<file path="config.mk">
export PLATFORM = sky130hd
export DESIGN_NAME = rom_stream_reader_flat
export DESIGN_NICKNAME = d
export VERILOG_FILES = /design/src/rtl/rom_stream_pkg.sv /design/src/rtl/rom_stream_reader_if.sv /design/src/rtl/rom_stream_fifo.sv /design/src/rtl/rom_stream_reader.sv /design/src/flat_wrapper.sv
export SDC_FILE = /design/constraint.sdc
export NUM_CORES = 1
export LEC_CHECK = 0
export BUFFER_PORTS_ARGS = -buffer_cell sky130_fd_sc_hd__clkbuf_2
export CAP_MARGIN = 20
export CORE_MARGIN = 5
export CORE_UTILIZATION = 45
export CTS_BUF_LIST = sky130_fd_sc_hd__clkbuf_2
export DETAILED_ROUTE_END_ITERATION = 8
export GPL_TIMING_DRIVEN = 1
export RECOVER_POWER = 100
export SLEW_MARGIN = 20
export SYNTH_ARGS = -nofsm -noshare
export SYNTH_HDL_FRONTEND = slang
export SYNTH_SLANG_ARGS = --single-unit
</file>
<file path="constraint.sdc">
create_clock -name clk -period 3.4 [get_ports clk]
set_input_delay 0 -clock clk [delete_from_list [all_inputs] [get_ports clk]]
set_output_delay 0 -clock clk [all_outputs]
set_load 0.02 [all_outputs]
</file>
<file path="src/rtl/rom_stream_pkg.sv">
// Shared types and sizing for the ROM stream reader.
// FSM states and output-buffer depth.
package rom_stream_pkg;

    typedef enum logic [1:0] {
        IDLE,
        RUN,
        DRAIN
    } state_t;

    localparam int FIFO_DEPTH  = 4;
    localparam int ISSUE_LIMIT = FIFO_DEPTH - 1;

endpackage

</file>
<file path="src/rtl/rom_stream_reader_if.sv">
// Valid/ready word stream leaving the ROM stream reader.
// master drives data/valid, slave drives ready.
interface rom_stream_reader_if #(
    parameter int Data_Width = 8
);

    logic [Data_Width-1:0] m_data;
    logic                  m_valid;
    logic                  m_ready;

    modport master (
        output m_data,
        output m_valid,
        input  m_ready
    );

    modport slave (
        input  m_data,
        input  m_valid,
        output m_ready
    );

endinterface

</file>
<file path="src/rtl/rom_stream_fifo.sv">
// Small synchronous FIFO buffering ROM words for the output stream.
// Push and pop may coincide at any occupancy; rst flushes contents.
module rom_stream_fifo
    import rom_stream_pkg::*;
#(
    parameter int Data_Width = 8
) (
    input  logic                  clk,
    input  logic                  rst,
    input  logic                  push,
    input  logic [Data_Width-1:0] push_data,
    input  logic                  pop,
    output logic [2:0]            count,
    output logic [Data_Width-1:0] head
);

    localparam int PW = $clog2(FIFO_DEPTH);
    localparam logic [2:0] FULL = 3'(FIFO_DEPTH);

    logic [Data_Width-1:0] mem [FIFO_DEPTH];
    logic [PW-1:0]         wr_ptr;
    logic [PW-1:0]         rd_ptr;
    logic                  do_push;
    logic                  do_pop;

    assign do_pop  = pop && (count != 3'd0);
    assign do_push = push && ((count != FULL) || do_pop);
    assign head    = mem[rd_ptr];

    always_ff @(posedge clk) begin
        if (rst) begin
            for (int i = 0; i < FIFO_DEPTH; i++) begin
                mem[i] <= '0;
            end
            wr_ptr <= '0;
            rd_ptr <= '0;
            count  <= '0;
        end else begin
            if (do_push) begin
                mem[wr_ptr] <= push_data;
                wr_ptr      <= wr_ptr + 1'b1;
            end
            if (do_pop) begin
                rd_ptr <= rd_ptr + 1'b1;
            end
            unique case ({do_push, do_pop})
                2'b10:   count <= count + 3'd1;
                2'b01:   count <= count - 3'd1;
                default: count <= count;
            endcase
        end
    end

endmodule

</file>
<file path="src/rtl/rom_stream_reader.sv">
// Issues ROM reads for a (base, len) command and streams the returned
// words out with backpressure, hiding the ROM's one-cycle read latency.
module rom_stream_reader
    import rom_stream_pkg::*;
#(
    parameter int Data_Width = 8,
    parameter int Addr_Width = 4
) (
    input  logic                  clk,
    input  logic                  rst,
    input  logic                  start,
    input  logic [Addr_Width-1:0] base,
    input  logic [Addr_Width:0]   len,
    output logic                  busy,
    output logic                  done,
    output logic [Addr_Width-1:0] rom_addr,
    input  logic [Data_Width-1:0] rom_dout,
    rom_stream_reader_if.master   m
);

    localparam logic [Addr_Width-1:0] A_ONE = Addr_Width'(1);
    localparam logic [Addr_Width:0]   L_ONE = (Addr_Width + 1)'(1);
    localparam logic [3:0]            LIMIT = 4'(ISSUE_LIMIT);

    state_t                state;
    logic [Addr_Width-1:0] next_addr;
    logic [Addr_Width:0]   remaining;
    logic                  req_q;
    logic                  rd_q;
    logic [2:0]            fifo_count;
    logic [Data_Width-1:0] fifo_head;
    logic                  pop;
    logic [3:0]            inflight;
    logic                  can_issue;
    logic                  last_pop;

    rom_stream_fifo #(
        .Data_Width (Data_Width)
    ) u_fifo (
        .clk       (clk),
        .rst       (rst),
        .push      (rd_q),
        .push_data (rom_dout),
        .pop       (pop),
        .count     (fifo_count),
        .head      (fifo_head)
    );

    assign m.m_valid = (fifo_count != 3'd0);
    assign m.m_data  = fifo_head;
    assign pop       = m.m_valid && m.m_ready;
    assign busy      = (state != IDLE);

    // Words already buffered plus those still in the ROM pipeline
    // must leave room for one more, so the buffer can never overflow.
    assign inflight  = 4'(fifo_count) + 4'(req_q) + 4'(rd_q);
    assign can_issue = (remaining != '0) && (inflight <= LIMIT);
    assign last_pop  = pop && (fifo_count == 3'd1) && !req_q && !rd_q;

    always_ff @(posedge clk) begin
        if (rst) begin
            state     <= IDLE;
            next_addr <= '0;
            remaining <= '0;
            rom_addr  <= '0;
            req_q     <= 1'b0;
            rd_q      <= 1'b0;
            done      <= 1'b0;
        end else begin
            rd_q  <= req_q;
            req_q <= 1'b0;
            done  <= 1'b0;
            unique case (state)
                IDLE: begin
                    if (start) begin
                        if (len == '0) begin
                            done <= 1'b1;
                        end else begin
                            rom_addr  <= base;
                            req_q     <= 1'b1;
                            next_addr <= base + A_ONE;
                            remaining <= len - L_ONE;
                            state     <= (len == L_ONE) ? DRAIN : RUN;
                        end
                    end
                end
                RUN: begin
                    if (can_issue) begin
                        rom_addr  <= next_addr;
                        req_q     <= 1'b1;
                        next_addr <= next_addr + A_ONE;
                        remaining <= remaining - L_ONE;
                        if (remaining == L_ONE) begin
                            state <= DRAIN;
                        end
                    end
                end
                DRAIN: begin
                    if (last_pop) begin
                        state <= IDLE;
                        done  <= 1'b1;
                    end
                end
                default: state <= IDLE;
            endcase
        end
    end

endmodule

</file>
<file path="src/flat_wrapper.sv">
// flat-port wrapper written by rule: the top's interface ports become plain ports
module rom_stream_reader_flat import rom_stream_pkg::*;
#(
    parameter int Data_Width = 8,
    parameter int Addr_Width = 4
)
  (clk, rst, start, base, len, busy, done, rom_addr, rom_dout, m_m_data, m_m_valid, m_m_ready);
  rom_stream_reader_if #(.Data_Width(Data_Width)) m_i ();
  input  logic clk;
  input  logic rst;
  input  logic start;
  input  logic [Addr_Width-1:0] base;
  input  logic [Addr_Width:0] len;
  output logic busy;
  output logic done;
  output logic [Addr_Width-1:0] rom_addr;
  input  logic [Data_Width-1:0] rom_dout;
  output wire logic [$bits(m_i.m_data)-1:0] m_m_data;
  output wire logic [$bits(m_i.m_valid)-1:0] m_m_valid;
  input wire logic [$bits(m_i.m_ready)-1:0] m_m_ready;
  assign m_m_data = m_i.m_data;
  assign m_m_valid = m_i.m_valid;
  assign m_i.m_ready = m_m_ready;
  rom_stream_reader #(.Data_Width(Data_Width), .Addr_Width(Addr_Width)) u_core (.clk(clk), .rst(rst), .start(start), .base(base), .len(len), .busy(busy), .done(done), .rom_addr(rom_addr), .rom_dout(rom_dout), .m(m_i));
endmodule
</file>
==> results of run 1 <==
[cells in the mapped netlist, types with 8 or more instances]
cell type / count / area (µm²)
and2_1: 8 / 50.1
inv_1: 16 / 60.1
mux4_2: 8 / 180
o21ai_0: 15 / 75.1
nand2_1: 32 / 120
edfxtp_1: 32 / 961
nand3_1: 9 / 45.0
a21oi_1: 14 / 70.1
nand2b_1: 8 / 50.1
nor2_1: 35 / 131
dfxtp_1: 27 / 541
ha_1: 12 / 150
[path summary, 6_finish.rpt]
check / from / to / slack (ns) / depth (start not counted)
worst max-delay path: u_core.u_fifo.count[1]$_SDFFE_PP0P_ / u_core.u_fifo.mem[0][5]$_SDFFCE_PN0P_ / 0.85 / 7
worst min-delay path: len[1] / u_core.remaining[1]$_SDFFE_PP0P_ / 0.04 / 6
worst max register to register: u_core.u_fifo.count[1]$_SDFFE_PP0P_ / u_core.u_fifo.mem[0][5]$_SDFFCE_PN0P_ / 0.85 / 7
worst min register to register: u_core.rom_addr[1]$_SDFFE_PP0P_ / u_core.rom_addr[1]$_SDFFE_PP0P_ / 0.48 / 2
[kinds of logic (layout without fill, tap and decap cells)]
logic type | after synthesis | after routing | synth area share (%)
DFF | 59 | 59 | 50.4
adders and majority gates | 12 | 12 | 5.04
and+or+nand+nor | 118 | 118 | 19.5
xor gates and xnor gates | 8 | 8 | 2.35
AOI/OAI and AO/OA | 50 | 50 | 11.4
buffers and inverters | 30 | 92 | 4.28
muxes | 11 | 11 | 7.05
[stage by stage]
| stage | total power [mW] | hold slack, ns | cell area (µm²) | setup WS, ns | utilization, % |
|---|---|---|---|---|---|
| 3_5_place_dp | 1.48 | 0.301 | 3220 | 1.00 | 50.4 |
| 2_1_floorplan | 1.33 | 0.198 | 2980 | 1.38 | - |
| 4_1_cts | 2.01 | 0.00789 | 3560 | 0.985 | 55.8 |
| 3_3_place_gp | 1.47 | 0.301 | 3220 | 1.08 | 50.4 |
| 5_1_grt | 2.10 | 0.0245 | 3540 | 0.535 | 55.4 |
| 6_report | 1.97 | 0.0384 | 3540 | 0.848 | 55.4 |
[per-layer routing]
metal	wire, µm	part of all wire (%)
met3	213	3.4
met2	3150	51
met1	2790	45
met5	0	0
met4	82	1.3
[registers in the layout, indices dropped and copies added (netlist names), named ones only]
| name | cells |
|---|---|
| u_core.rd_q | 1 |
| u_core.req_q | 1 |
| u_core.done | 1 |
| u_core.u_fifo.wr_ptr | 2 |
| u_core.state | 2 |
| u_core.u_fifo.mem | 32 |
| u_core.remaining | 5 |
| u_core.u_fifo.rd_ptr | 2 |
| u_core.next_addr | 4 |
| u_core.u_fifo.count | 3 |
| u_core.rom_addr | 4 |
[power by group through the flow]
stage	Sequential, mW	Clock [mW]	Combinational [mW]
6_report	0.919	0.514	0.537
2_1_floorplan	0.895	0	0.436
3_5_place_dp	0.939	0	0.538
5_1_grt	0.935	0.563	0.605
4_1_cts	0.923	0.528	0.559
3_3_place_gp	0.936	0	0.530
[worst max-delay path: cells and delay by family (launching register included)]
family | cells | cell delay [ns]
AOI/OAI and AO/OA | 1 | 0.16
adders and majority gates | 1 | 0.23
buffers and inverters | 2 | 0.47
DFF | 1 | 0.45
and+or+nand+nor | 3 | 0.89
[final cells by class]
cell class | count | area share [%]
clock inverters | 7 | 2.62
clock buffers | 9 | 1.27
well taps | 77 | 2.72
multi-input cells | 199 | 38.1
flip-flops and latches | 59 | 42.5
repair buffers | 60 | 11.1
inverters | 16 | 1.70
==> reports/metrics.cfg, run 1 <==
[timing]
skew_ns = 0.0249
hold_viol_final = 0
setup_viol = 0
timing.fmax_mhz = 392
slew-limit-headroom_pct = 45.5
min_period_ns = 2.55
grt_setup_unrepaired = false
worst_pin_slew_ns = 0.815
tns_ns = 0
final_max_slew_viol_count = 0
fin_crit_sh_pct = 75.1

[floorplanning]
die-area_mm2 = 0.00835
io_pins = 36
num_rows = 29
die-width_um = 91.4
initial_core_util_pct = 46.7
design.core.area_mm2 = 0.00639
dieHeight_um = 91.4

[cells_and_area]
final_common_cell = nor2_1
multi_input_comb_area_mm2 = 0.00135
layoutNonFillerInstCount = 427
mostFrequentLayoutCells = 35 x nor2_1, 32 x nand2_1, 32 x edfxtp_1
diodes = 0
drive_gt1_share_pct = 15.4
final-seq-area_mm2 = 0.00150
nNetsFinal = 378
nFillCells = 588
area_delta_synth_final_pct = 18.6

[grt]
grt_pass1_wl_mm = 10.3
first_global_vias = 2167
grt_max_degree = 31
grt_use_met1_pct = 18.1
met2_usage_pct = 26.3
globalRouteOverflowTotal = 0
grt_usage_pct = 15.5
antenna_found_initial = 0
busiest_layer = met2
gr-usage-met3_pct = 3.55

[synthesis]
ys.flop_type = edfxtp_1
synth-seq-cells = 59
yosysSeqAreaShare_pct = 50.4
synthArstFlopShare_pct = 0
ys_warn_count = 0
syn-cell-area_mm2 = 0.00298
syn_inst = 288
ys_types = 45
synth_area_per_cell_um2 = 10.4
synth_edf_count = 32
syn-num-nets = 321

[drt]
first_iter_violations = 74
firstDrtPassIters = 4
dr_total_vias = 2217
via_per_inst = 5.19
wl_mm = 6.24
drtAntennaViolNets = 0
drc = 0
wl_per_cell_um = 14.6

[cts]
cts_max_level = 3
clock-root-buffer = clkbuf_2
postCtsSetupBuffers = 0
ctsResizeCount = 0
cts_buffers = 9
cts_tree = done
clkSinkCount = 59
clk_path_buf_depth = 2
path_clk_slew_ns = 0.18
postCtsHoldBufs = 21
clock_latency_ns = 0.48

[setup_path]
path_class = reg2reg
crit_arrival_ns = 2.68
cp-start-kind = register
cp_cell_sequence = inv_1, ha_1, nand2_1, o21ai_0, nor4_1, clkbuf_1, or2_0
end_kind = register
slowest_stage = or2_0
cpPeakStageDelay_ns = 0.56
worstPathMaxFanout = 9
required_ns = 3.53

[pwr]
pwr-share-seq_pct = 46.6
cellLeakagePower_nw = 1.38
vdd_ir_drop_max_v = 0.000383
p_comb_share_pct = 27.3
internal-power_mw = 1.31
switching_power_mw = 0.664
clkPwrFrac_pct = 26.1
power.density_mw_per_mm2 = 557
switching_share_pct = 33.7

[place]
place_inst = 390
port_buffers = 35
place_congestion = 0.805
dpl.hpwl_mm = 4.19

[flow_run]
max_cap_viol_count = 0

[status]
status = finished, final reports clean

[min_path]
worst_hold_path_type = in2reg

No activity file was read; power rests on OpenSTA's default activity.
==> run 2: changes to the inputs <==
- PLACE_DENSITY: default -> 0.67
- clock period: 3.4 -> 2.1 ns (I/O delays scaled with it)
==> run 2 against run 1 <==
  * Via count is 1.7% higher
  * Cell count increased by 2.1%
  * Largest power group unchanged
  * Clock skew up 0.0071 ns
  * Non-clock buffer count up 9
  * Highest routed layer unchanged
  * Worst hold slack improved by 0.011 ns
  * Total power is 65% higher
  * Flip-flop and latch count did not move
==> reports/metrics.cfg, run 2 (synthesized netlist as in run 1, its figures left out) <==
[status]
status = finished, final reports clean

[grt]
antenna_found_initial = 0  ; unchanged
grt_usage_pct = 16.1  ; +0.61 points
first_global_vias = 2278  ; +5.1%
grt_max_degree = 32  ; +3.2%
grt_pass1_wl_mm = 10.8  ; +5.0%
globalRouteOverflowTotal = 0  ; unchanged

[floorplanning]
dieHeight_um = 91.4  ; unchanged
design.core.area_mm2 = 0.00639  ; unchanged
io_pins = 36  ; unchanged
initial_core_util_pct = 46.7  ; unchanged
num_rows = 29  ; unchanged
die-area_mm2 = 0.00835  ; unchanged
die-width_um = 91.4  ; unchanged

[cells_and_area]
nNetsFinal = 387  ; +2.4%
reg_top3 = u_core.u_fifo.mem: 32 flops, u_core.remaining: 5 flops
final_common_cell = clkbuf_2
mostFrequentLayoutCells = 39 x clkbuf_2, 34 x nor2_1, 32 x nand2_1, 32 x edfxtp_1, 27 x dfxtp_1
diodes = 0  ; unchanged
largest_reg_flops = 32  ; unchanged
utilization_pct = 56.6  ; +1.2 points
regMostFlops = u_core.u_fifo.mem
layoutNonFillerInstCount = 436  ; +2.1%
drive_gt1_share_pct = 20.1  ; +4.6 points
area_delta_synth_final_pct = 21.1

[pwr]
vdd_ir_drop_max_v = 0.000672  ; +75%
finalPower_mw = 3.25  ; +65%
cellLeakagePower_nw = 1.45  ; +4.9%
power.density_mw_per_mm2 = 901  ; +62%

[timing]
tns_ns = 0  ; unchanged
fin_crit_sh_pct = 92.6  ; +18 points
final_max_slew_viol_count = 0  ; unchanged
slew-limit-headroom_pct = 63.4  ; +18 points
setup_viol = 0  ; unchanged
holdWs_ns = 0.0496  ; +0.0112 ns
grt_setup_unrepaired = false
timing.fmax_mhz = 514  ; +31%
hold_viol_final = 0  ; unchanged
skew_ns = 0.0320  ; +0.00714 ns
min_period_ns = 1.95  ; -0.606 ns
worst_pin_slew_ns = 0.548  ; -0.267 ns

[setup_path]
end_kind = register
path_class = reg2reg
crit_arrival_ns = 2.37  ; -0.31 ns
cp-start-kind = register
worstPathMaxFanout = 12  ; +3
cp-startpoint = u_core.state[1]$_SDFFE_PP0P_
r2r_slack_ns = 0.15  ; -0.69 ns
rr_worst_depth = 7  ; unchanged
required_ns = 2.52  ; -1.01 ns
timing.rr.start = u_core.state[1]$_SDFFE_PP0P_
reg2reg_to = u_core.next_addr[3]$_SDFFE_PP0P_

[cts]
clock_latency_ns = 0.48  ; about the same
clock-root-buffer = clkbuf_2
path_clk_slew_ns = 0.19  ; about the same
cts_buffers = 9  ; unchanged
cts_max_level = 3  ; unchanged
clk_path_buf_depth = 2  ; unchanged
postCtsSetupBuffers = 0  ; unchanged
cts_tree = done
clkSinkCount = 59  ; unchanged

[drt]
drtAntennaViolNets = 0  ; unchanged
drc = 0  ; unchanged
firstDrtPassIters = 5  ; +1
first_iter_violations = 97  ; +31%
wl_per_cell_um = 14.4  ; -1.7%
via_per_inst = 5.17  ; -0.43%
wl_mm = 6.27  ; +0.40%
dr_total_vias = 2254  ; +1.7%

[place]
dpl.hpwl_mm = 4.48  ; +7.0%
place_congestion = 0.804  ; -0.19%
place_inst = 399  ; +2.3%
port_buffers = 35  ; unchanged

[min_path]
whs_path_depth = 4  ; -2
min_to = u_core.u_fifo.mem[3][5]$_DFFE_PP_
worst_hold_startpoint = rst
worst_hold_path_type = in2reg

[flow_run]
max_cap_viol_count = 0  ; unchanged

==> run 2: changes by cell type in the layout (fill, tap and decap cells not counted), moves of 2 or more <==
cell        delta
clkbuf_1       -5
buf_4          +4
clkinv_4       +2
and2_0         -2
and2_1         +2
clkinvlp_4     -2
clkbuf_2      +10
==> run 2: area by class of cell <==
type	count	area [µm²]
clock buffer	9	45.0
tap	77	96.3
sequential	59	1500
multi-input combinational	199	1360
clock inverter	7	100
inverter	16	60.1
timing repair buffer	69	454
fill	571	2770
==> run 2: worst max path at each step <==
stage / endpoint / slack [ns] / cells after the start
after floorplan: u_core.u_fifo.mem[0][0]$_SDFFCE_PN0P_ / 0.08 / 6
after global placement: u_core.next_addr[3]$_SDFFE_PP0P_ / 0.18 / 7
after detailed placement: u_core.u_fifo.mem[2][1]$_SDFFCE_PN0P_ / 0.1 / 7
after CTS: u_core.u_fifo.mem[2][1]$_SDFFCE_PN0P_ / 0.06 / 7
after global routing: u_core.next_addr[3]$_SDFFE_PP0P_ / 0.002 / 7
final: u_core.next_addr[3]$_SDFFE_PP0P_ / 0.15 / 7
==> run 2: metrics by stage <==
step	setup slack [ns]	cell area (µm²)
after global routing	0.00192	3610
after global placement	0.180	3280
after detailed placement	0.0956	3280
final	0.154	3610
after CTS	0.0569	3640
after floorplan	0.0845	2980
==> run 2: per-layer routing <==
metal / vias to the layer above / share of wire (%) / track usage, %
li1: 1153 / - / -
met1: 1048 / 44 / 19.6
met2: 43 / 51 / 27.9
met3: 10 / 3.6 / 2.73
met4: 0 / 1.8 / 6.97
met5: - / 0 / 0
==> run 2: power by group <==
part	switching, mW	leakage, nW	internal [mW]
Clock	0.454	0.0864	0.403
Combinational	0.495	0.810	0.418
Sequential	0.143	0.553	1.34
Total	1.09	1.45	2.16
==> run 2: critical path, cell delays in order, from the launching register on <==
cell and delay [ns]:
dfxtp_1 0.52, nand2b_1 0.21, buf_4 0.21, nand4_1 0.10, dlygate4sd3_1 0.55, o21ai_0 0.08
nand2b_1 0.07, o211ai_1 0.16
==> run 2: timing repair <==
action	in CTS	in global routing
setup endpoints to repair	0	34
endpoints found under the hold margin	52	0
hold buffers	21	0
gates resized for setup	0	2
==> run 3: changes to the inputs <==
- CTS_BUF_LIST: sky130_fd_sc_hd__clkbuf_2 -> default
==> run 3 against run 2 <==
  * Routed wire length is 1.4% lower
  * Sequential power hardly changed
  * Maximum frequency is 0.31% lower
  * Worst hold slack worse by 0.0064 ns
  * Via count is 1.9% lower
  * First-iteration DRC count is 10% lower
  * Critical path type unchanged
  * Critical endpoint unchanged
  * Largest power group unchanged
==> reports/metrics.cfg, run 3 (synthesized netlist as in run 1, its figures left out) <==
[status]
status = finished, final reports clean

[floorplanning]
num_rows = 29  ; unchanged
io_pins = 36  ; unchanged
design.core.area_mm2 = 0.00639  ; unchanged
dieHeight_um = 91.4  ; unchanged
initial_core_util_pct = 46.7  ; unchanged
die-area_mm2 = 0.00835  ; unchanged
die-width_um = 91.4  ; unchanged

[cts]
cts_tree = done
clk_path_buf_depth = 2  ; unchanged
cts_buffers = 9  ; unchanged
cts_max_level = 3  ; unchanged
clkSinkCount = 59  ; unchanged
path_clk_slew_ns = 0.07  ; -0.12 ns
postCtsSetupBuffers = 0  ; unchanged
clock_latency_ns = 0.34  ; -0.14 ns
clock-root-buffer = clkbuf_8

[timing]
setup_viol = 0  ; unchanged
grt_setup_unrepaired = true
worst_pin_slew_ns = 0.548  ; +0.000179 ns
min_period_ns = 1.95  ; +0.00607 ns
skew_ns = 0.0113  ; -0.0207 ns
hold_viol_final = 0  ; unchanged
final_max_slew_viol_count = 0  ; unchanged
slew-limit-headroom_pct = 63.4  ; about the same
fin_crit_sh_pct = 92.9  ; +0.29 points
timing.fmax_mhz = 512  ; -0.31%

[pwr]
power.density_mw_per_mm2 = 990  ; +9.9%
finalPower_mw = 3.52  ; +8.3%
vdd_ir_drop_max_v = 0.000827  ; +23%
cellLeakagePower_nw = 1.41  ; -3.0%

[setup_path]
worstPathMaxFanout = 11  ; -1
slowest_stage = dfxtp_1
crit_arrival_ns = 2.18  ; -0.19 ns
cp_cell_sequence = ha_1, a21o_1, a211oi_2, o21ba_1, buf_4, mux2i_1, o211ai_1
end_kind = register
r2r_slack_ns = 0.15  ; about the same
required_ns = 2.32  ; -0.20 ns
cpPeakStageDelay_ns = 0.42  ; -0.13 ns
worst-path-buf-inv = 1  ; -1
cp-start-kind = register
cp_top_family = compound AO/OA/AOI/OAI gates
path_class = reg2reg

[flow_run]
max_cap_viol_count = 0  ; unchanged

[cells_and_area]
mostFrequentLayoutCells = 34 x nor2_1, 32 x nand2_1, 32 x edfxtp_1
diodes = 0  ; unchanged
regMostFlops = u_core.u_fifo.mem
reg_top3 = u_core.u_fifo.mem: 32 flops, u_core.remaining: 5 flops
largest_reg_flops = 32  ; unchanged
drive_gt1_share_pct = 18.4  ; -1.6 points
final_common_cell = nor2_1
area_delta_synth_final_pct = 19.4
utilization_pct = 55.8  ; -0.80 points
nNetsFinal = 375  ; -3.1%
nFillCells = 582  ; +1.9%

[grt]
grt_usage_pct = 15.8  ; -0.36 points
grt_pass1_wl_mm = 10.5  ; -2.7%
first_global_vias = 2229  ; -2.2%
grt_max_degree = 32  ; unchanged
globalRouteOverflowTotal = 0  ; unchanged
antenna_found_initial = 0  ; unchanged

[place]
dpl.hpwl_mm = 4.48  ; unchanged
place_congestion = 0.804  ; unchanged
port_buffers = 35  ; unchanged

[drt]
firstDrtPassIters = 4  ; -1
drc = 0  ; unchanged
wl_mm = 6.18  ; -1.4%
drtAntennaViolNets = 0  ; unchanged
first_iter_violations = 87  ; -10%
dr_total_vias = 2211  ; -1.9%
via_per_inst = 5.21  ; +0.87%
wl_per_cell_um = 14.6  ; +1.4%

[min_path]
worst_hold_path_type = in2reg

run 3: cell types whose count changed in the layout (fill, tap and decap cells not counted):
cell           change
clkbuf_2          -17
dlygate4sd3_1     -12
clkbuf_8           +9
clkbuf_1           +8
buf_4              -1
clkbuf_4           +1
run 3: metrics by stage:
stage	instance area, µm²	instances	setup WS (ns)	setup TNS (ns)	hold WS, ns
floorplan	2980	288	0.0845	0	0.198
global placement	3280	399	0.180	0	0.305
detailed placement	3280	399	0.0956	0	0.295
CTS	3600	424	0.0687	0	0.0234
global route	3560	424	-0.00566	-0.00566	0.0615
finish	3560	424	0.148	0	0.0432
run 3: what timing repair did:
item | CTS | global route
hold endpoints to repair | 18 | 0
hold buffers | 9 | 0
resized for setup | 0 | 2
endpoints found under the setup margin | 0 | 33
run 3: power breakdown:
group,total [mW],internal [mW],switching [mW],leakage (nW)
combinational,0.885,0.392,0.493,0.740
sequential,1.49,1.34,0.144,0.553
clock,1.15,0.675,0.478,0.114
total,3.52,2.41,1.12,1.41
run 3: layer usage:
layer / up-vias / track usage [%] / wire, µm
li1: 1128 / - / -
met1: 1031 / 19.3 / 2700
met2: 44 / 26.6 / 3110
met3: 8 / 4.05 / 289
met4: 0 / 5.87 / 77
met5: - / 0 / 0
run 3: final timing paths:
path | endpoint | startpoint | cells past startpoint
max | u_core.next_addr[3]$_SDFFE_PP0P_ | u_core.u_fifo.count[0]$_SDFFE_PP0P_ | 7
min reg2reg | u_core.rom_addr[1]$_SDFFE_PP0P_ | u_core.rom_addr[1]$_SDFFE_PP0P_ | 2
max reg2reg | u_core.next_addr[3]$_SDFFE_PP0P_ | u_core.u_fifo.count[0]$_SDFFE_PP0P_ | 7
min | u_core.rom_addr[1]$_SDFFE_PP0P_ | base[1] | 5
run 3: cell type report:
cell class / count / area, µm² / share of cell area, %
clock inverter: 7 / 100 / 2.81
sequential: 59 / 1500 / 42.2
inverter: 16 / 60.1 / 1.69
tap: 77 / 96.3 / 2.71
clock buffer: 9 / 124 / 3.48
multi-input combinational: 199 / 1360 / 38.1
timing repair buffer: 57 / 324 / 9.10
run 3: worst reg2reg max path, cell delays in order, from the launching register on:
cell	delay (ns)
dfxtp_1	0.42
ha_1	0.26
a21o_1	0.17
a211oi_2	0.33
o21ba_1	0.19
buf_4	0.19
mux2i_1	0.20
o211ai_1	0.09
